### src/rtl/uart_apb_pkg.sv
// Shared types and byte constants for the serial-to-APB debug bridge.
package uart_apb_pkg;

  // Frame-level states of the bridge.
  typedef enum logic [2:0] {
    S_IDLE,
    S_RX_ADDR,
    S_RX_DATA,
    S_APB_SETUP,
    S_APB_ACCESS,
    S_TX_STATUS,
    S_TX_DATA
  } state_e;

  // Bus-phase states of the APB port sequencer.
  typedef enum logic [1:0] {
    P_IDLE,
    P_SETUP,
    P_ACCESS
  } port_state_e;

  localparam logic [7:0] CMD_WRITE  = 8'h57;
  localparam logic [7:0] CMD_READ   = 8'h52;

  localparam logic [7:0] ST_OK      = 8'h00;
  localparam logic [7:0] ST_SLVERR  = 8'h01;
  localparam logic [7:0] ST_TIMEOUT = 8'h02;
  localparam logic [7:0] ST_BADCMD  = 8'hEE;

endpackage

### src/rtl/apb_master_port.sv
// APB SETUP/ACCESS sequencer with access-phase timeout.
// start_i launches one transfer; done_o pulses in the final access cycle,
// qualified by err_o (PSLVERR at PREADY) or timeout_o (no PREADY in time).
module apb_master_port
  import uart_apb_pkg::*;
#(
  parameter int APB_TIMEOUT = 1024
) (
  input  logic clk_i,
  input  logic rst_i,
  input  logic start_i,
  input  logic pready_i,
  input  logic pslverr_i,
  output logic psel_o,
  output logic penable_o,
  output logic done_o,
  output logic err_o,
  output logic timeout_o
);

  localparam int CW = $clog2(APB_TIMEOUT + 1);

  port_state_e   state_q, state_d;
  logic [CW-1:0] cnt_q, cnt_d;

  // Bus strobes decode straight from the registered state so they are glitch-free.
  assign psel_o    = (state_q != P_IDLE);
  assign penable_o = (state_q == P_ACCESS);

  // Next-state logic; PREADY is examined before the timeout so it wins a tie.
  always_comb begin
    state_d   = state_q;
    cnt_d     = cnt_q;
    done_o    = 1'b0;
    err_o     = 1'b0;
    timeout_o = 1'b0;
    case (state_q)
      P_IDLE: begin
        if (start_i) begin
          state_d = P_SETUP;
          cnt_d   = '0;
        end
      end
      P_SETUP: begin
        state_d = P_ACCESS;
      end
      P_ACCESS: begin
        if (pready_i) begin
          done_o  = 1'b1;
          err_o   = pslverr_i;
          state_d = P_IDLE;
        end else if (cnt_q == CW'(APB_TIMEOUT - 1)) begin
          done_o    = 1'b1;
          timeout_o = 1'b1;
          state_d   = P_IDLE;
        end else begin
          cnt_d = cnt_q + CW'(1);
        end
      end
      default: state_d = P_IDLE;
    endcase
  end

  // State and wait-counter registers.
  always_ff @(posedge clk_i) begin
    if (rst_i) begin
      state_q <= P_IDLE;
      cnt_q   <= '0;
    end else begin
      state_q <= state_d;
      cnt_q   <= cnt_d;
    end
  end

endmodule

### src/rtl/uart_apb_master.sv
// Serial debug bridge: decodes framed read/write commands from a byte
// stream, runs one APB transfer per frame and returns status (+ read data).
module uart_apb_master
  import uart_apb_pkg::*;
#(
  parameter int ADDR_WIDTH  = 32,
  parameter int RX_TIMEOUT  = 100000,
  parameter int APB_TIMEOUT = 1024
) (
  input  logic                  clk_i,
  input  logic                  rst_i,
  input  logic [7:0]            rx_data_i,
  input  logic                  rx_valid_i,
  output logic [7:0]            tx_data_o,
  output logic                  tx_valid_o,
  input  logic                  tx_done_i,
  output logic [ADDR_WIDTH-1:0] PADDR,
  output logic                  PSEL,
  output logic                  PENABLE,
  output logic                  PWRITE,
  output logic [31:0]           PWDATA,
  input  logic [31:0]           PRDATA,
  input  logic                  PREADY,
  input  logic                  PSLVERR,
  output logic                  busy_o,
  output logic                  overrun_o
);

  localparam int TW = $clog2(RX_TIMEOUT + 1);

  state_e        state_q, state_d;
  logic [1:0]    cnt_q, cnt_d;
  logic [31:0]   addr_q, addr_d;
  logic [31:0]   data_q, data_d;
  logic [31:0]   rdata_q, rdata_d;
  logic [7:0]    status_q, status_d;
  logic          pwrite_q, pwrite_d;
  logic          has_data_q, has_data_d;
  logic          gap_q, gap_d;
  logic          overrun_q, overrun_d;
  logic [TW-1:0] timer_q, timer_d;

  logic apb_start, apb_done, apb_err, apb_timeout;
  logic tx_fire;

  apb_master_port #(
    .APB_TIMEOUT(APB_TIMEOUT)
  ) u_port (
    .clk_i    (clk_i),
    .rst_i    (rst_i),
    .start_i  (apb_start),
    .pready_i (PREADY),
    .pslverr_i(PSLVERR),
    .psel_o   (PSEL),
    .penable_o(PENABLE),
    .done_o   (apb_done),
    .err_o    (apb_err),
    .timeout_o(apb_timeout)
  );

  assign PADDR     = addr_q[ADDR_WIDTH-1:0];
  assign PWRITE    = pwrite_q;
  assign PWDATA    = pwrite_q ? data_q : 32'h0;
  assign busy_o    = (state_q != S_IDLE);
  assign overrun_o = overrun_q;
  // gap_q forces the one idle cycle between consecutive tx bytes.
  assign tx_valid_o = ((state_q == S_TX_STATUS) || (state_q == S_TX_DATA)) && !gap_q;
  assign tx_fire    = tx_valid_o && tx_done_i;

  // Byte presented to the transmitter.
  always_comb begin
    tx_data_o = 8'h00;
    if (state_q == S_TX_STATUS) tx_data_o = status_q;
    else if (state_q == S_TX_DATA) tx_data_o = rdata_q[{cnt_q, 3'b000} +: 8];
  end

  // Frame decode, APB hand-off and response sequencing.
  always_comb begin
    state_d    = state_q;
    cnt_d      = cnt_q;
    addr_d     = addr_q;
    data_d     = data_q;
    rdata_d    = rdata_q;
    status_d   = status_q;
    pwrite_d   = pwrite_q;
    has_data_d = has_data_q;
    gap_d      = 1'b0;
    overrun_d  = 1'b0;
    timer_d    = '0;
    apb_start  = 1'b0;
    case (state_q)
      S_IDLE: begin
        cnt_d = '0;
        if (rx_valid_i) begin
          if (rx_data_i == CMD_WRITE || rx_data_i == CMD_READ) begin
            pwrite_d   = (rx_data_i == CMD_WRITE);
            has_data_d = (rx_data_i == CMD_READ);
            addr_d     = '0;
            data_d     = '0;
            state_d    = S_RX_ADDR;
          end else begin
            status_d   = ST_BADCMD;
            has_data_d = 1'b0;
            state_d    = S_TX_STATUS;
          end
        end
      end
      S_RX_ADDR, S_RX_DATA: begin
        if (rx_valid_i) begin
          if (state_q == S_RX_ADDR) addr_d[{cnt_q, 3'b000} +: 8] = rx_data_i;
          else                      data_d[{cnt_q, 3'b000} +: 8] = rx_data_i;
          cnt_d = cnt_q + 2'd1;
          if (cnt_q == 2'd3) begin
            if (state_q == S_RX_ADDR && pwrite_q) begin
              state_d = S_RX_DATA;
            end else begin
              state_d   = S_APB_SETUP;
              apb_start = 1'b1;
            end
          end
        end else if (timer_q == TW'(RX_TIMEOUT - 1)) begin
          state_d = S_IDLE;
        end else begin
          timer_d = timer_q + TW'(1);
        end
      end
      S_APB_SETUP: begin
        overrun_d = rx_valid_i;
        state_d   = S_APB_ACCESS;
      end
      S_APB_ACCESS: begin
        overrun_d = rx_valid_i;
        if (apb_done) begin
          if (apb_timeout) begin
            status_d = ST_TIMEOUT;
            rdata_d  = '0;
          end else begin
            status_d = apb_err ? ST_SLVERR : ST_OK;
            rdata_d  = (!pwrite_q && !apb_err) ? PRDATA : 32'h0;
          end
          state_d = S_TX_STATUS;
        end
      end
      S_TX_STATUS: begin
        overrun_d = rx_valid_i;
        if (tx_fire) begin
          if (has_data_q) begin
            state_d = S_TX_DATA;
            cnt_d   = '0;
            gap_d   = 1'b1;
          end else begin
            state_d = S_IDLE;
          end
        end
      end
      S_TX_DATA: begin
        overrun_d = rx_valid_i;
        if (tx_fire) begin
          cnt_d = cnt_q + 2'd1;
          if (cnt_q == 2'd3) state_d = S_IDLE;
          else               gap_d   = 1'b1;
        end
      end
      default: state_d = S_IDLE;
    endcase
  end

  // Frame state and datapath registers.
  always_ff @(posedge clk_i) begin
    if (rst_i) begin
      state_q    <= S_IDLE;
      cnt_q      <= '0;
      addr_q     <= '0;
      data_q     <= '0;
      rdata_q    <= '0;
      status_q   <= '0;
      pwrite_q   <= 1'b0;
      has_data_q <= 1'b0;
      gap_q      <= 1'b0;
      overrun_q  <= 1'b0;
      timer_q    <= '0;
    end else begin
      state_q    <= state_d;
      cnt_q      <= cnt_d;
      addr_q     <= addr_d;
      data_q     <= data_d;
      rdata_q    <= rdata_d;
      status_q   <= status_d;
      pwrite_q   <= pwrite_d;
      has_data_q <= has_data_d;
      gap_q      <= gap_d;
      overrun_q  <= overrun_d;
      timer_q    <= timer_d;
    end
  end

endmodule
### config.mk
export PLATFORM = sky130hd
export DESIGN_NAME = uart_apb_master
export DESIGN_NICKNAME = d
export VERILOG_FILES = /design/src/rtl/uart_apb_pkg.sv /design/src/rtl/apb_master_port.sv /design/src/rtl/uart_apb_master.sv
export SDC_FILE = /design/constraint.sdc
export NUM_CORES = 1
export LEC_CHECK = 0
export BUFFER_PORTS_ARGS = -buffer_cell sky130_fd_sc_hd__buf_4
export CAP_MARGIN = 20
export CORE_UTILIZATION = 45
export DETAILED_ROUTE_END_ITERATION = 12
export HOLD_SLACK_MARGIN = 0.02
export PLACE_DENSITY = 0.68
export SLEW_MARGIN = 30
export SYNTH_ARGS = -nofsm -noshare
export SYNTH_HDL_FRONTEND = slang
export SYNTH_SLANG_ARGS = --single-unit
### constraint.sdc
create_clock -name clk_i -period 2.89 [get_ports clk_i]
set_clock_uncertainty 0.2 [all_clocks]
set_input_delay 0.289 -clock clk_i [delete_from_list [all_inputs] [get_ports clk_i]]
set_output_delay 0.289 -clock clk_i [all_outputs]
set_load 0.05 [all_outputs]
; ---- Word level (Yosys, flattened, before mapping)
; Index checks and enable logic that the tools add are counted.
[totals]
register_bits = 143
latchBits = 0
ram_bits = 0
rom_bits = 0
in_bits = 46
output_inout_bits = 78
wordCells = 146
mem_count = 0
[op_classes]
addsub = 4
mul = 0
n_div = 0
order_cmp = 0
n_eq_ne = 30
n_shift = 3
mux = 63
n_bitwise = 2
reduce_logical = 31
[ops]
columns = cell, count
row1 = 32-bit two-way mux, 9
row2 = 32-bit one-hot mux with 2 select lines, 2
row3 = 32-bit bitwise mux, 2
row4 = 8-bit two-way mux, 5
row5 = 11-bit two-way mux, 3
row6 = 8-bit by 7-bit variable shift with 32-bit output (first input constant), 1
row7 = 32-bit by 6-bit indexed part select with 8-bit output, 1
row8 = 8-bit by 7-bit indexed part select with 32-bit output, 1
row9 = 3-bit two-way mux, 10
row10 = 2-bit inequality test (second input constant), 13
row11 = 11-bit one-hot mux with 2 select lines, 1
row12 = 1-bit two-way mux, 18
row13 = 3-bit one-hot mux with 6 select lines, 1
row14 = 17-bit by 1-bit adder with 17-bit output (second input constant), 1
row15 = 17-bit equality test (second input constant), 1
row16 = 8-bit by 7-bit equality test with 1-bit output (second input constant), 2
row17 = 2-bit two-way mux, 8
row18 = 8-bit one-hot mux with 2 select lines, 1
row19 = 5-bit AND reduction, 3
row20 = 11-bit by 1-bit adder with 11-bit output (second input constant), 1
row21 = 11-bit by 10-bit equality test with 1-bit output (second input constant), 1
row22 = 3-bit equality test (second input constant), 3
row23 = 2-bit one-hot mux with 4 select lines, 1
row24 = 4-bit AND reduction, 2
row25 = other kinds (25), 42

; ---- Longest topological paths before layout
; Gate-level depths: netlist of run 1.
[depth]
ltp_word = 8
ltp_mapped = 8

; ---- Modules after synthesis
; From an unflattened synthesis of run 1, not the netlist that was laid out.
[hier_totals]
cells_unflattened = 698
area_unflattened_um2 = 6406.1
[modules_own_cells]
columns = mod, n_inst, cells_each, area_each_um2, seq_area_each_um2
row1 = uart_apb_master, 1, 610, 5686.7, 2502.4
row2 = apb_master_port, 1, 88, 719.4, 260.2

; ---- Worst setup path before layout of run 1
; Ideal clock, no wire load.
[synth_path]
kind = reg2out
startpoint = register state_q[0]
endpoint = output tx_data_o[2]
arrival_time_ns = 2.400
required_ns = 2.401
path_slack_ns = 0.001
stages_incl_launch_ff = 6
path_buffers = 2
cell_sequence = dfxtp_1 > clkbuf_1 > clkbuf_1 > nor2b_1 > nand2_1 > a21boi_0
[synth_via]
elab_chain_cells = 3
[synth_rtl]
columns = item, line
row1 = from (decl), uart_apb_master.sv:31  ; state_e state_q, state_d;
row2 = from (signal assigned), uart_apb_master.sv:183  ; state_q <= state_d;
row3 = 3-bit equality test, uart_apb_master.sv:74  ; else if (state_q == S_TX_DATA) tx_data_o = rdata_q[{cnt_q, 3'b000} +: 8];
row4 = 8-bit two-way mux, uart_apb_master.sv:74
row5 = 8-bit two-way mux *, uart_apb_master.sv:73  ; if (state_q == S_TX_STATUS) tx_data_o = status_q;
row6 = to (decl), uart_apb_master.sv:14  ; output logic [7:0] tx_data_o,
; Every way passes the cells marked *; elsewhere a longest branch is shown, timed or not.

; ---- Worst setup path in the final report of run 1
[layout_path]
startpoint = register cnt_q[0]
endpoint = output tx_data_o[0]
[layout_via]
elab_chain_cells = 3
[layout_rtl]
columns = item, line
row1 = from (decl), uart_apb_master.sv:32  ; logic [1:0] cnt_q, cnt_d;
row2 = from (signal assigned), uart_apb_master.sv:184  ; cnt_q <= cnt_d;
row3 = 32-bit by 6-bit indexed part select with 8-bit output, uart_apb_master.sv:74
row4 = 8-bit two-way mux, uart_apb_master.sv:74
row5 = 8-bit two-way mux, uart_apb_master.sv:73
; No other way between the ends.

==> flow_summary.html, run 1 <==
<table>
<tr><th>Metric</th><th>Value</th></tr>
<tr><th colspan="2">Outcome</th></tr>
<tr><td>Outcome</td><td>finished clean</td></tr>
<tr><th colspan="2">Floorplan</th></tr>
<tr><td>Die height</td><td>118 microns</td></tr>
<tr><td>IO Count</td><td>124</td></tr>
<tr><td>Initial standard-cell utilization of the core</td><td>46.0%</td></tr>
<tr><td>Core Area</td><td>13200 sq um</td></tr>
<tr><td>Die boundary width</td><td>118 microns</td></tr>
<tr><td>Standard-cell row count</td><td>42</td></tr>
<tr><td>Die area</td><td>14000 sq um</td></tr>
<tr><th colspan="2">Cells and area</th></tr>
<tr><td>ANT cells</td><td>0</td></tr>
<tr><td>Net total in the final layout</td><td>852</td></tr>
<tr><td>Fill cells</td><td>1082</td></tr>
<tr><td>FF+latch area</td><td>2760 sq um</td></tr>
<tr><td>Multi-input gate area in the final layout</td><td>3090 sq um</td></tr>
<tr><td>Fraction of final layout cells with drive strength greater than 1</td><td>23.4%</td></tr>
<tr><td>Post-route insts no fill</td><td>989</td></tr>
<tr><td>Fin util</td><td>62.0%</td></tr>
<tr><td>Area added between synthesis and finish</td><td>34.7%</td></tr>
<tr><th colspan="2">Route</th></tr>
<tr><td>Number of nets with antenna violations after detailed routing</td><td>0</td></tr>
<tr><td>Average routed wire per standard cell</td><td>16.4 microns</td></tr>
<tr><td>Final wirelength</td><td>16200 microns</td></tr>
<tr><td>1st-iter DRT viols</td><td>391</td></tr>
<tr><td>Via count</td><td>5359</td></tr>
<tr><td>DRC Markers</td><td>0</td></tr>
<tr><td>Number of detailed-routing iterations run before antenna repair</td><td>6</td></tr>
<tr><td>Mean number of vias per cell</td><td>5.42</td></tr>
<tr><th colspan="2">Timing</th></tr>
<tr><td>Total negative setup slack</td><td>0 ns</td></tr>
<tr><td>Final critical delay including setup and external delays</td><td>2.70 ns</td></tr>
<tr><td>Unrepaired setup endpoints after global routing</td><td>no</td></tr>
<tr><td>Post-layout worst setup margin</td><td>0.192 ns</td></tr>
<tr><td>Fraction of the cycle the final worst path needs</td><td>93.4%</td></tr>
<tr><td>Max-slew violations</td><td>0</td></tr>
<tr><td>Normalized max-slew margin</td><td>52.5%</td></tr>
<tr><td>Transition at the pin with the smallest max-transition slack</td><td>0.708 ns</td></tr>
<tr><td>Final Hold Vio Count</td><td>0</td></tr>
<tr><td>Setup violation total in the final timing report</td><td>0</td></tr>
<tr><td>Peak clock frequency supported by timing</td><td>371 MHz</td></tr>
<tr><th colspan="2">Clock tree</th></tr>
<tr><td>TritonCTS clock tree</td><td>built</td></tr>
<tr><td>Number of levels in the clock H-tree</td><td>4</td></tr>
<tr><td>Clock sink count</td><td>138</td></tr>
<tr><td>Max Root-Sink Buffers</td><td>2</td></tr>
<tr><td>CTS clock-pin slew for the worst setup and hold paths</td><td>0.05 ns</td></tr>
<tr><td>Inserted Clock Buffers</td><td>17</td></tr>
<tr><td>Hold-fix buffers, CTS</td><td>43</td></tr>
<tr><td>CTS root buffer</td><td>sky130_fd_sc_hd__clkbuf_16</td></tr>
<tr><td>Count of cells resized by post-cts repair</td><td>0</td></tr>
<tr><td>Clock latency of the later-clocked register in the worst-skew pair</td><td>0.42 ns</td></tr>
<tr><td>Number of buffers inserted by post-CTS setup repair</td><td>0</td></tr>
<tr><th colspan="2">Global route</th></tr>
<tr><td>Most used routing layer</td><td>met2</td></tr>
<tr><td>Total global-route track usage</td><td>24.1%</td></tr>
<tr><td>Initial antenna violation count</td><td>0</td></tr>
<tr><td>GR Util met1</td><td>29.5%</td></tr>
<tr><td>Wire length of the first global-routing pass</td><td>26800 microns</td></tr>
<tr><td>Vias in the first global route</td><td>5379</td></tr>
<tr><td>Pin count of the biggest net entering global routing</td><td>38</td></tr>
<tr><td>GRT Residual Overflow</td><td>0</td></tr>
<tr><td>Met2 Usage GRT</td><td>40.4%</td></tr>
<tr><td>Met3 usage in global routing</td><td>5.36%</td></tr>
<tr><th colspan="2">Synth</th></tr>
<tr><td>Yosys cell types</td><td>69</td></tr>
<tr><td>Synthesized flop and latch total</td><td>138</td></tr>
<tr><td>Cell area after synthesis</td><td>6070 sq um</td></tr>
<tr><td>EDFF count, synth</td><td>0</td></tr>
<tr><td>Cell count after synthesis</td><td>636</td></tr>
<tr><td>Sequential element share of the synthesized area</td><td>45.5%</td></tr>
<tr><td>Post-synth net total</td><td>688</td></tr>
<tr><td>Synthesis Warnings</td><td>0</td></tr>
<tr><td>Average cell area after synthesis</td><td>9.55 sq um</td></tr>
<tr><td>Ys async rst share</td><td>0%</td></tr>
<tr><td>Synth Flop Type</td><td>sky130_fd_sc_hd__dfxtp_1</td></tr>
<tr><th colspan="2">Placed design</th></tr>
<tr><td>Routability congestion estimate</td><td>0.807</td></tr>
<tr><td>Count of input and output buffers</td><td>123</td></tr>
<tr><td>Placed Instances</td><td>914</td></tr>
<tr><td>Placed wire-length estimate after detailed placement</td><td>11100 microns</td></tr>
<tr><td>Worst-case setup slack after placement</td><td>0.410 ns</td></tr>
<tr><th colspan="2">Power</th></tr>
<tr><td>Static leakage</td><td>3.27 nW</td></tr>
<tr><td>Sum of internal, switching and leakage power</td><td>5.74 mW</td></tr>
<tr><td>Max VDD drop</td><td>0.000431 V</td></tr>
<tr><td>Power density cells</td><td>702 nW/um^2</td></tr>
<tr><th colspan="2">Setup path</th></tr>
<tr><td>Count of cells along the worst register-to-register path</td><td>5</td></tr>
<tr><td>Kind of capture point of the worst setup path</td><td>output pin</td></tr>
<tr><td>Worst R2R End</td><td>timer_q[6]$_SDFF_PP0_</td></tr>
<tr><td>Critical path required time</td><td>2.40 ns</td></tr>
<tr><td>Arrival time of the worst setup path</td><td>2.21 ns</td></tr>
<tr><td>Kind of critical path</td><td>reg2out</td></tr>
<tr><td>Nature of the critical path startpoint</td><td>flop</td></tr>
<tr><td>Launching point of the worst reg2reg path</td><td>state_q[1]$_SDFFE_PP0P_</td></tr>
<tr><td>Worst setup slack for register-to-register paths</td><td>0.38 ns</td></tr>
<tr><td>Worst-path maximum fanout</td><td>9</td></tr>
<tr><th colspan="2">Min path</th></tr>
<tr><td>Classification of the worst-slack hold path</td><td>in2reg</td></tr>
<tr><td>Cell depth of the worst hold path</td><td>4</td></tr>
<tr><td>Source of the worst hold timing path</td><td>PSLVERR</td></tr>
<tr><td>Worst hold path endpoint</td><td>status_q[0]$_SDFFE_PP0P_</td></tr>
<tr><th colspan="2">Flow run</th></tr>
<tr><td>Max capacitance violation total</td><td>0</td></tr>
</table>
cell type report:
cell class                 instances  area share, %
sequential                       138           33.8
clock inverter                     7           1.10
timing repair buffer             180           17.8
inverter                          19          0.872
multi-input combinational        444           37.8
clock buffer                      25           5.94
tap                              176           2.69
per-layer routing:
layer / vias to the layer above / wire (microns)
met5: - / 0
met4: 0 / 383
met3: 31 / 783
met2: 181 / 8080
met1: 2540 / 6950
li1: 2607 / -
layout by cell type, fill, tap and decap left out, types with 4 or more instances in the layout:
master,synthesis,final
sky130_fd_sc_hd__a21boi_0,5,5
sky130_fd_sc_hd__a21oi_1,19,18
sky130_fd_sc_hd__a22o_1,56,56
sky130_fd_sc_hd__a311oi_1,5,5
sky130_fd_sc_hd__and2_1,33,33
sky130_fd_sc_hd__and3_1,11,11
sky130_fd_sc_hd__buf_4,1,137
sky130_fd_sc_hd__clkbuf_1,23,5
sky130_fd_sc_hd__clkbuf_16,0,17
sky130_fd_sc_hd__dfxtp_1,138,138
sky130_fd_sc_hd__dlygate4sd3_1,0,43
sky130_fd_sc_hd__ha_1,6,6
sky130_fd_sc_hd__inv_1,18,18
sky130_fd_sc_hd__mux2i_1,35,35
sky130_fd_sc_hd__mux4_2,8,8
sky130_fd_sc_hd__nand2_1,83,83
sky130_fd_sc_hd__nand2b_1,6,6
sky130_fd_sc_hd__nand3_1,6,6
sky130_fd_sc_hd__nand4_1,5,5
sky130_fd_sc_hd__nor2_1,40,40
sky130_fd_sc_hd__nor2_2,4,4
sky130_fd_sc_hd__nor2b_1,14,14
sky130_fd_sc_hd__nor3_1,13,13
sky130_fd_sc_hd__nor4_1,4,4
sky130_fd_sc_hd__o21a_1,5,5
sky130_fd_sc_hd__o21ai_0,6,6
sky130_fd_sc_hd__o2bb2ai_1,7,7
sky130_fd_sc_hd__or3_1,7,7
sky130_fd_sc_hd__xnor2_1,9,9
sky130_fd_sc_hd__xor2_1,10,10
how the worst max path moves through the flow:
stage / from / end / slack, ns / cells after the start
after CTS: cnt_q[0]$_SDFFE_PP0P_ / tx_data_o[0] / 0.17 / 5
after detailed placement: state_q[1]$_SDFFE_PP0P_ / u_port.cnt_q[6]$_SDFFE_PP0P_ / 0.41 / 6
after floorplan: state_q[0]$_SDFFE_PP0P_ / tx_data_o[2] / 0.001 / 5
final: cnt_q[0]$_SDFFE_PP0P_ / tx_data_o[0] / 0.19 / 5
after global placement: state_q[2]$_SDFFE_PP0P_ / PADDR[3]$_SDFFE_PP0P_ / 0.52 / 6
after global routing: cnt_q[0]$_SDFFE_PP0P_ / tx_data_o[0] / 0.06 / 5
cell families after synthesis:
kind of cell | synth area share [%]
adders and majority gates | 1.40
muxes | 8.92
DFF | 45.5
xor gates and xnor gates | 2.74
AOI/OAI and AO/OA | 17.2
and+or+nand+nor | 20.6
buffers and inverters | 3.67
report_power, final:
group | switching, mW | internal (mW) | leakage (nW)
registers | 0.106 | 1.97 | 1.11
clock network | 0.774 | 1.33 | 0.277
logic | 0.932 | 0.621 | 1.88
total | 1.81 | 3.93 | 3.27
cell usage after synthesis (4+ instances only):
master / count / area share, %
sky130_fd_sc_hd__and3_1: 11 / 1.1
sky130_fd_sc_hd__dfxtp_1: 138 / 45
sky130_fd_sc_hd__nand3_1: 6 / 0.49
sky130_fd_sc_hd__a21boi_0: 5 / 0.62
sky130_fd_sc_hd__nor2b_1: 14 / 1.4
sky130_fd_sc_hd__nand2_1: 83 / 5.1
sky130_fd_sc_hd__o21ai_0: 6 / 0.49
sky130_fd_sc_hd__mux2i_1: 35 / 5.8
sky130_fd_sc_hd__buf_2: 7 / 0.58
sky130_fd_sc_hd__o2bb2ai_1: 7 / 1.0
sky130_fd_sc_hd__or3_1: 7 / 0.72
sky130_fd_sc_hd__mux4_2: 8 / 3.0
sky130_fd_sc_hd__clkbuf_1: 23 / 1.4
sky130_fd_sc_hd__nor3_1: 13 / 1.1
sky130_fd_sc_hd__nand2b_1: 6 / 0.62
sky130_fd_sc_hd__o21a_1: 5 / 0.62
sky130_fd_sc_hd__xor2_1: 10 / 1.4
sky130_fd_sc_hd__nand4_1: 5 / 0.52
sky130_fd_sc_hd__inv_1: 18 / 1.1
sky130_fd_sc_hd__and2_1: 33 / 3.4
sky130_fd_sc_hd__nor2_2: 4 / 0.41
sky130_fd_sc_hd__xnor2_1: 9 / 1.3
sky130_fd_sc_hd__a22o_1: 56 / 8.1
sky130_fd_sc_hd__ha_1: 6 / 1.2
sky130_fd_sc_hd__nor4_1: 4 / 0.41
sky130_fd_sc_hd__a21oi_1: 19 / 1.6
sky130_fd_sc_hd__nor2_1: 40 / 2.5
sky130_fd_sc_hd__a311oi_1: 5 / 0.72
stage by stage:
| step | hold slack [ns] | instance area (sq um) |
|---|---|---|
| 3_5_place_dp | 0.241 | 7170 |
| 6_report | 0.0384 | 8180 |
| 3_3_place_gp | 0.222 | 7170 |
| 5_1_grt | 0.0527 | 8180 |
| 4_1_cts | 0.0247 | 8180 |
| 2_1_floorplan | 0.213 | 6070 |
worst max-delay path: stages (launching register included):
cell and delay, ns:
sky130_fd_sc_hd__dfxtp_1 0.51, sky130_fd_sc_hd__buf_4 0.29, sky130_fd_sc_hd__mux4_2 0.53, sky130_fd_sc_hd__a22oi_1 0.17, sky130_fd_sc_hd__nor2b_1 0.08, sky130_fd_sc_hd__buf_4 0.19
registers in the layout, summed over array words and instances (netlist names):
signal and flops:
PADDR 32, PWRITE 1, cnt_q 2, data_q 32, gap_q 1, has_data_q 1
overrun_o 1, rdata_q 32, state_q 3, status_q 3, timer_q 17, u_port.cnt_q 11
u_port.state_q 2
(Power assumes the default switching activity.)
==> inputs of run 2 (changes only) <==
Settings changed: CORE_ASPECT_RATIO set to 0.9, CORE_MARGIN set to 3.
==> flow_summary.html, run 2 (synthesized netlist as in run 1, its figures left out) <==
<table>
<tr><th>Metric</th><th>Value</th></tr>
<tr><th colspan="2">Route</th></tr>
<tr><td>Mean number of vias per cell</td><td>5.46</td></tr>
<tr><td>Average routed wire per standard cell</td><td>16.4 microns</td></tr>
<tr><td>Via count</td><td>5349</td></tr>
<tr><td>Number of nets with antenna violations after detailed routing</td><td>0</td></tr>
<tr><td>Number of detailed-routing iterations run before antenna repair</td><td>5</td></tr>
<tr><td>DRC Markers</td><td>0</td></tr>
<tr><td>Final wirelength</td><td>16100 microns</td></tr>
<tr><td>1st-iter DRT viols</td><td>368</td></tr>
<tr><th colspan="2">Setup path</th></tr>
<tr><td>Buffers &amp; Inverters on Critical Path</td><td>2</td></tr>
<tr><td>Maximum single-stage delay on the critical path</td><td>0.53 ns</td></tr>
<tr><td>Crit path cell chain</td><td>buf_4 -&gt; mux4_2 -&gt; a22oi_1 -&gt; nor2b_1 -&gt; buf_4</td></tr>
<tr><td>Kind of capture point of the worst setup path</td><td>output pin</td></tr>
<tr><td>Worst-path maximum fanout</td><td>9</td></tr>
<tr><td>Nature of the critical path startpoint</td><td>flop</td></tr>
<tr><td>Cell with the largest stage delay on the worst path</td><td>sky130_fd_sc_hd__mux4_2</td></tr>
<tr><td>Cell repeated most along the worst path</td><td>sky130_fd_sc_hd__buf_4</td></tr>
<tr><td>Worst setup slack for register-to-register paths</td><td>0.40 ns</td></tr>
<tr><td>Kind of critical path</td><td>reg2out</td></tr>
<tr><td>Family with the most delay on the worst path</td><td>multiplexers</td></tr>
<tr><td>Launching point of the worst reg2reg path</td><td>cnt_q[0]$_SDFFE_PP0P_</td></tr>
<tr><td>Critical path required time</td><td>2.40 ns</td></tr>
<tr><td>Arrival time of the worst setup path</td><td>2.18 ns</td></tr>
<tr><td>Worst setup path startpoint</td><td>cnt_q[0]$_SDFFE_PP0P_</td></tr>
<tr><th colspan="2">Global route</th></tr>
<tr><td>Initial antenna violation count</td><td>0</td></tr>
<tr><td>GRT Residual Overflow</td><td>0</td></tr>
<tr><td>Vias in the first global route</td><td>5254</td></tr>
<tr><td>Total global-route track usage</td><td>22.2%</td></tr>
<tr><td>Pin count of the biggest net entering global routing</td><td>38</td></tr>
<tr><td>Wire length of the first global-routing pass</td><td>26400 microns</td></tr>
<tr><th colspan="2">Cells and area</th></tr>
<tr><td>Fin util</td><td>63.2%</td></tr>
<tr><td>Most frequent cells in the layout</td><td>sky130_fd_sc_hd__buf_4, sky130_fd_sc_hd__dfxtp_1, sky130_fd_sc_hd__nand2_1</td></tr>
<tr><td>Post-route insts no fill</td><td>979</td></tr>
<tr><td>Fill cells</td><td>1007</td></tr>
<tr><td>ANT cells</td><td>0</td></tr>
<tr><td>Net total in the final layout</td><td>854</td></tr>
<tr><td>Most common library cell in the layout ignoring fill and taps</td><td>sky130_fd_sc_hd__buf_4</td></tr>
<tr><td>Fraction of final layout cells with drive strength greater than 1</td><td>23.6%</td></tr>
<tr><td>Area added between synthesis and finish</td><td>34.6%</td></tr>
<tr><th colspan="2">Power</th></tr>
<tr><td>Power density cells</td><td>698 nW/um^2</td></tr>
<tr><td>Sum of internal, switching and leakage power</td><td>5.70 mW</td></tr>
<tr><td>Static leakage</td><td>3.28 nW</td></tr>
<tr><td>Max VDD drop</td><td>0.000534 V</td></tr>
<tr><th colspan="2">Timing</th></tr>
<tr><td>Final critical delay including setup and external delays</td><td>2.67 ns</td></tr>
<tr><td>Unrepaired setup endpoints after global routing</td><td>no</td></tr>
<tr><td>Max-slew violations</td><td>0</td></tr>
<tr><td>Setup violation total in the final timing report</td><td>0</td></tr>
<tr><td>Fraction of the cycle the final worst path needs</td><td>92.4%</td></tr>
<tr><td>Transition at the pin with the smallest max-transition slack</td><td>0.707 ns</td></tr>
<tr><td>Normalized max-slew margin</td><td>52.6%</td></tr>
<tr><td>Total negative setup slack</td><td>0 ns</td></tr>
<tr><td>Final Hold Vio Count</td><td>0</td></tr>
<tr><td>Post-layout worst setup margin</td><td>0.219 ns</td></tr>
<tr><td>Peak clock frequency supported by timing</td><td>374 MHz</td></tr>
<tr><th colspan="2">Floorplan</th></tr>
<tr><td>Standard-cell row count</td><td>39</td></tr>
<tr><td>Die boundary width</td><td>128 microns</td></tr>
<tr><td>Die height</td><td>116 microns</td></tr>
<tr><td>Core Area</td><td>12900 sq um</td></tr>
<tr><td>Initial standard-cell utilization of the core</td><td>47.0%</td></tr>
<tr><td>IO Count</td><td>124</td></tr>
<tr><td>Die area</td><td>14900 sq um</td></tr>
<tr><th colspan="2">Clock tree</th></tr>
<tr><td>CTS root buffer</td><td>sky130_fd_sc_hd__clkbuf_16</td></tr>
<tr><td>CTS clock-pin slew for the worst setup and hold paths</td><td>0.05 ns</td></tr>
<tr><td>TritonCTS clock tree</td><td>built</td></tr>
<tr><td>Hold-fix buffers, CTS</td><td>43</td></tr>
<tr><td>Max Root-Sink Buffers</td><td>2</td></tr>
<tr><td>Clock latency of the later-clocked register in the worst-skew pair</td><td>0.41 ns</td></tr>
<tr><td>Inserted Clock Buffers</td><td>17</td></tr>
<tr><td>Number of buffers inserted by post-CTS setup repair</td><td>0</td></tr>
<tr><td>Number of levels in the clock H-tree</td><td>4</td></tr>
<tr><td>Clock sink count</td><td>138</td></tr>
<tr><td>Count of cells resized by post-cts repair</td><td>0</td></tr>
<tr><th colspan="2">Placed design</th></tr>
<tr><td>Worst-case setup slack after placement</td><td>0.434 ns</td></tr>
<tr><td>Count of input and output buffers</td><td>123</td></tr>
<tr><td>Routability congestion estimate</td><td>0.863</td></tr>
<tr><td>Placed wire-length estimate after detailed placement</td><td>11000 microns</td></tr>
<tr><td>Placed Instances</td><td>904</td></tr>
<tr><th colspan="2">Flow run</th></tr>
<tr><td>Max capacitance violation total</td><td>0</td></tr>
<tr><th colspan="2">Min path</th></tr>
<tr><td>Classification of the worst-slack hold path</td><td>in2reg</td></tr>
<tr><td>Source of the worst hold timing path</td><td>rx_valid_i</td></tr>
<tr><th colspan="2">Outcome</th></tr>
<tr><td>Outcome</td><td>finished clean</td></tr>
</table>
-- run 2: cell count changes in the layout (fill, tap and decap cells not counted), sizes merged --
cell	previous run	this run
bufinv	2	1
clkbuf	25	27
clkinv	4	3
buf	137	139
-- run 2: metal layers --
| layer | part of all wire, % | vias to the layer above | global-route usage [%] |
|---|---|---|---|
| met5 | 0 | - | 0 |
| met4 | 0.86 | 0 | 4.53 |
| met3 | 5.0 | 18 | 5.81 |
| met2 | 49 | 129 | 37.1 |
| met1 | 45 | 2590 | 29.3 |
| li1 | - | 2612 | - |
-- run 2: path summary, 6_finish.rpt --
kind                         endpoint  cells past startpoint
min reg2reg     timer_q[0]$_SDFF_PP0_                      1
max reg2reg    PADDR[30]$_SDFFE_PP0P_                      6
min          status_q[6]$_SDFFE_PP0P_                      3
max                      tx_data_o[0]                      5
-- run 2: per-stage QoR --
step           hold WS, ns  area [sq um]
6_report            0.0583          8180
4_1_cts             0.0360          8180
3_5_place_dp         0.239          7170
2_1_floorplan        0.213          6070
5_1_grt             0.0949          8180
3_3_place_gp         0.225          7170
-- run 2: area by class of cell --
cell class	count	area [sq um]	share of cell area, %
well taps	164	205	2.51
clock buffers	27	513	6.27
flip-flops and latches	138	2760	33.8
multi-input cells	444	3090	37.8
inverters	19	71.3	0.872
clock inverters	5	58.8	0.719
repair buffers	182	1470	18.0
-- run 2: tightest hold or removal path: stages --
cell,delay (ns)
sky130_fd_sc_hd__buf_4,0.15
sky130_fd_sc_hd__a32oi_1,0.10
sky130_fd_sc_hd__nor2_1,0.08
-- run 2: report_power, final --
part | leakage [nW] | total [mW] | internal, mW | switching, mW
logic | 1.89 | 1.56 | 0.622 | 0.935
registers | 1.11 | 2.08 | 1.97 | 0.108
clock network | 0.274 | 2.07 | 1.30 | 0.767
==> inputs of run 3 (changes only) <==
Settings changed: GPL_TIMING_DRIVEN set to 0, SETUP_SLACK_MARGIN set to 0.02.
==> flow_summary.html, run 3 (synthesized netlist as in run 1, its figures left out) <==
<table>
<tr><th>Metric</th><th>Value</th></tr>
<tr><th colspan="2">Cells and area</th></tr>
<tr><td>Final instance area</td><td>8240 sq um</td></tr>
<tr><td>Area added between synthesis and finish</td><td>35.7%</td></tr>
<tr><td>Net total in the final layout</td><td>869</td></tr>
<tr><td>Most frequent cells in the layout</td><td>sky130_fd_sc_hd__dfxtp_1, sky130_fd_sc_hd__buf_4, sky130_fd_sc_hd__nand2_1</td></tr>
<tr><td>Post-route insts no fill</td><td>994</td></tr>
<tr><td>Most common library cell in the layout ignoring fill and taps</td><td>sky130_fd_sc_hd__dfxtp_1</td></tr>
<tr><td>ANT cells</td><td>0</td></tr>
<tr><td>Fraction of final layout cells with drive strength greater than 1</td><td>23.5%</td></tr>
<tr><th colspan="2">Route</th></tr>
<tr><td>Number of detailed-routing iterations run before antenna repair</td><td>5</td></tr>
<tr><td>Mean number of vias per cell</td><td>5.50</td></tr>
<tr><td>1st-iter DRT viols</td><td>385</td></tr>
<tr><td>Via count</td><td>5464</td></tr>
<tr><td>DRC Markers</td><td>0</td></tr>
<tr><td>Average routed wire per standard cell</td><td>16.9 microns</td></tr>
<tr><td>Final wirelength</td><td>16800 microns</td></tr>
<tr><td>Number of nets with antenna violations after detailed routing</td><td>0</td></tr>
<tr><th colspan="2">Setup path</th></tr>
<tr><td>Kind of capture point of the worst setup path</td><td>output pin</td></tr>
<tr><td>Worst setup slack for register-to-register paths</td><td>0.28 ns</td></tr>
<tr><td>Worst-path maximum fanout</td><td>10</td></tr>
<tr><td>Nature of the critical path startpoint</td><td>flop</td></tr>
<tr><td>Kind of critical path</td><td>reg2out</td></tr>
<tr><td>Critical path required time</td><td>2.40 ns</td></tr>
<tr><td>Launching point of the worst reg2reg path</td><td>cnt_q[1]$_SDFFE_PP0P_</td></tr>
<tr><td>Arrival time of the worst setup path</td><td>2.25 ns</td></tr>
<tr><td>Worst setup path startpoint</td><td>state_q[0]$_SDFFE_PP0P_</td></tr>
<tr><th colspan="2">Flow run</th></tr>
<tr><td>Max capacitance violation total</td><td>0</td></tr>
<tr><th colspan="2">Timing</th></tr>
<tr><td>Fraction of the cycle the final worst path needs</td><td>94.7%</td></tr>
<tr><td>Worst-case hold slack</td><td>0.0459 ns</td></tr>
<tr><td>Max-slew violations</td><td>0</td></tr>
<tr><td>Transition at the pin with the smallest max-transition slack</td><td>0.775 ns</td></tr>
<tr><td>Final critical delay including setup and external delays</td><td>2.74 ns</td></tr>
<tr><td>Total negative setup slack</td><td>0 ns</td></tr>
<tr><td>Final Hold Vio Count</td><td>0</td></tr>
<tr><td>Setup violation total in the final timing report</td><td>0</td></tr>
<tr><td>Unrepaired setup endpoints after global routing</td><td>no</td></tr>
<tr><td>Post-layout worst setup margin</td><td>0.153 ns</td></tr>
<tr><td>Peak clock frequency supported by timing</td><td>365 MHz</td></tr>
<tr><td>Normalized max-slew margin</td><td>48.4%</td></tr>
<tr><th colspan="2">Global route</th></tr>
<tr><td>GRT Residual Overflow</td><td>0</td></tr>
<tr><td>Initial antenna violation count</td><td>1</td></tr>
<tr><td>Total global-route track usage</td><td>22.9%</td></tr>
<tr><td>Vias in the first global route</td><td>5320</td></tr>
<tr><td>Pin count of the biggest net entering global routing</td><td>20</td></tr>
<tr><td>Wire length of the first global-routing pass</td><td>26700 microns</td></tr>
<tr><th colspan="2">Placed design</th></tr>
<tr><td>Worst-case setup slack after placement</td><td>0.0899 ns</td></tr>
<tr><td>Placed wire-length estimate after detailed placement</td><td>11800 microns</td></tr>
<tr><td>Routability congestion estimate</td><td>0.863</td></tr>
<tr><td>Count of input and output buffers</td><td>121</td></tr>
<tr><td>Post-place instance area</td><td>7190 sq um</td></tr>
<tr><td>Placed Instances</td><td>921</td></tr>
<tr><th colspan="2">Clock tree</th></tr>
<tr><td>Number of buffers inserted by post-CTS setup repair</td><td>0</td></tr>
<tr><td>Max Root-Sink Buffers</td><td>2</td></tr>
<tr><td>TritonCTS clock tree</td><td>built</td></tr>
<tr><td>Number of levels in the clock H-tree</td><td>4</td></tr>
<tr><td>Clock latency of the later-clocked register in the worst-skew pair</td><td>0.42 ns</td></tr>
<tr><td>CTS clock-pin slew for the worst setup and hold paths</td><td>0.05 ns</td></tr>
<tr><td>CTS root buffer</td><td>sky130_fd_sc_hd__clkbuf_16</td></tr>
<tr><td>Inserted Clock Buffers</td><td>17</td></tr>
<tr><td>Clock sink count</td><td>138</td></tr>
<tr><th colspan="2">Floorplan</th></tr>
<tr><td>Standard-cell row count</td><td>39</td></tr>
<tr><td>Die height</td><td>116 microns</td></tr>
<tr><td>Core Area</td><td>12900 sq um</td></tr>
<tr><td>Initial standard-cell utilization of the core</td><td>47.0%</td></tr>
<tr><td>Die boundary width</td><td>128 microns</td></tr>
<tr><td>IO Count</td><td>124</td></tr>
<tr><td>Die area</td><td>14900 sq um</td></tr>
<tr><th colspan="2">Min path</th></tr>
<tr><td>Classification of the worst-slack hold path</td><td>in2reg</td></tr>
<tr><td>Source of the worst hold timing path</td><td>rx_valid_i</td></tr>
<tr><th colspan="2">Power</th></tr>
<tr><td>Power density cells</td><td>711 nW/um^2</td></tr>
<tr><td>Static leakage</td><td>3.29 nW</td></tr>
<tr><td>Max VDD drop</td><td>0.000480 V</td></tr>
<tr><th colspan="2">Outcome</th></tr>
<tr><td>Outcome</td><td>finished clean</td></tr>
</table>
-- run 3: cell count changes in the layout (fill, tap and decap cells not counted), sizes merged --
| cell | before | now |
|---|---|---|
| clkbuf | 27 | 44 |
| buf | 139 | 131 |
| clkinv | 3 | 8 |
| bufinv | 1 | 3 |
| dlygate4sd3 | 43 | 42 |
-- run 3: layout make-up --
class / instances / area, sq um
tap: 164 / 205
inverter: 19 / 71.3
fill: 1049 / 4690
multi-input combinational: 444 / 3110
clock inverter: 12 / 148
clock buffer: 20 / 457
timing repair buffer: 163 / 1330
buffer: 34 / 155
sequential: 138 / 2760
-- run 3: per-layer routing --
layer	vias to the layer above	global-route usage (%)	wire [microns]
met5	-	0	11
met4	2	8.77	322
met3	30	5.90	1050
met2	189	36.0	7860
met1	2604	30.4	7590
li1	2639	-	-
-- run 3: report_power, final --
part | total, mW | internal, mW | switching [mW]
Clock | 2.20 | 1.40 | 0.809
Combinational | 1.63 | 0.604 | 1.02
Sequential | 2.03 | 1.97 | 0.0543
Total | 5.86 | 3.97 | 1.89
-- run 3: path summary, 6_finish.rpt --
check                             to  depth (start not counted)
max                     tx_data_o[3]                          6
min             overrun_o$_SDFF_PP0_                          3
max reg2reg  data_q[23]$_SDFFE_PP0P_                          7
min reg2reg  data_q[21]$_SDFFE_PP0P_                          1
-- run 3: metrics by stage --
stage	total power, mW	util [%]
2_1_floorplan	3.19	-
3_3_place_gp	3.58	55.6
3_5_place_dp	3.61	55.6
4_1_cts	5.84	63.5
5_1_grt	6.11	63.7
6_report	5.86	63.7
-- run 3: repair_timing --
action | in CTS | in global routing
gates resized for setup | 3 | 10
cloned | 0 | 0
hold buffers | 42 | 0
endpoints found under the setup margin | 6 | 47
hold endpoints to repair | 68 | 0
-- run 3: worst max-delay path, stage by stage (launching register included) --
cell and delay, ns:
sky130_fd_sc_hd__dfxtp_1 0.37, sky130_fd_sc_hd__clkbuf_2 0.23, sky130_fd_sc_hd__clkbuf_2 0.26, sky130_fd_sc_hd__nor2b_2 0.26, sky130_fd_sc_hd__nand2_1 0.21, sky130_fd_sc_hd__a21boi_0 0.25
sky130_fd_sc_hd__buf_4 0.24
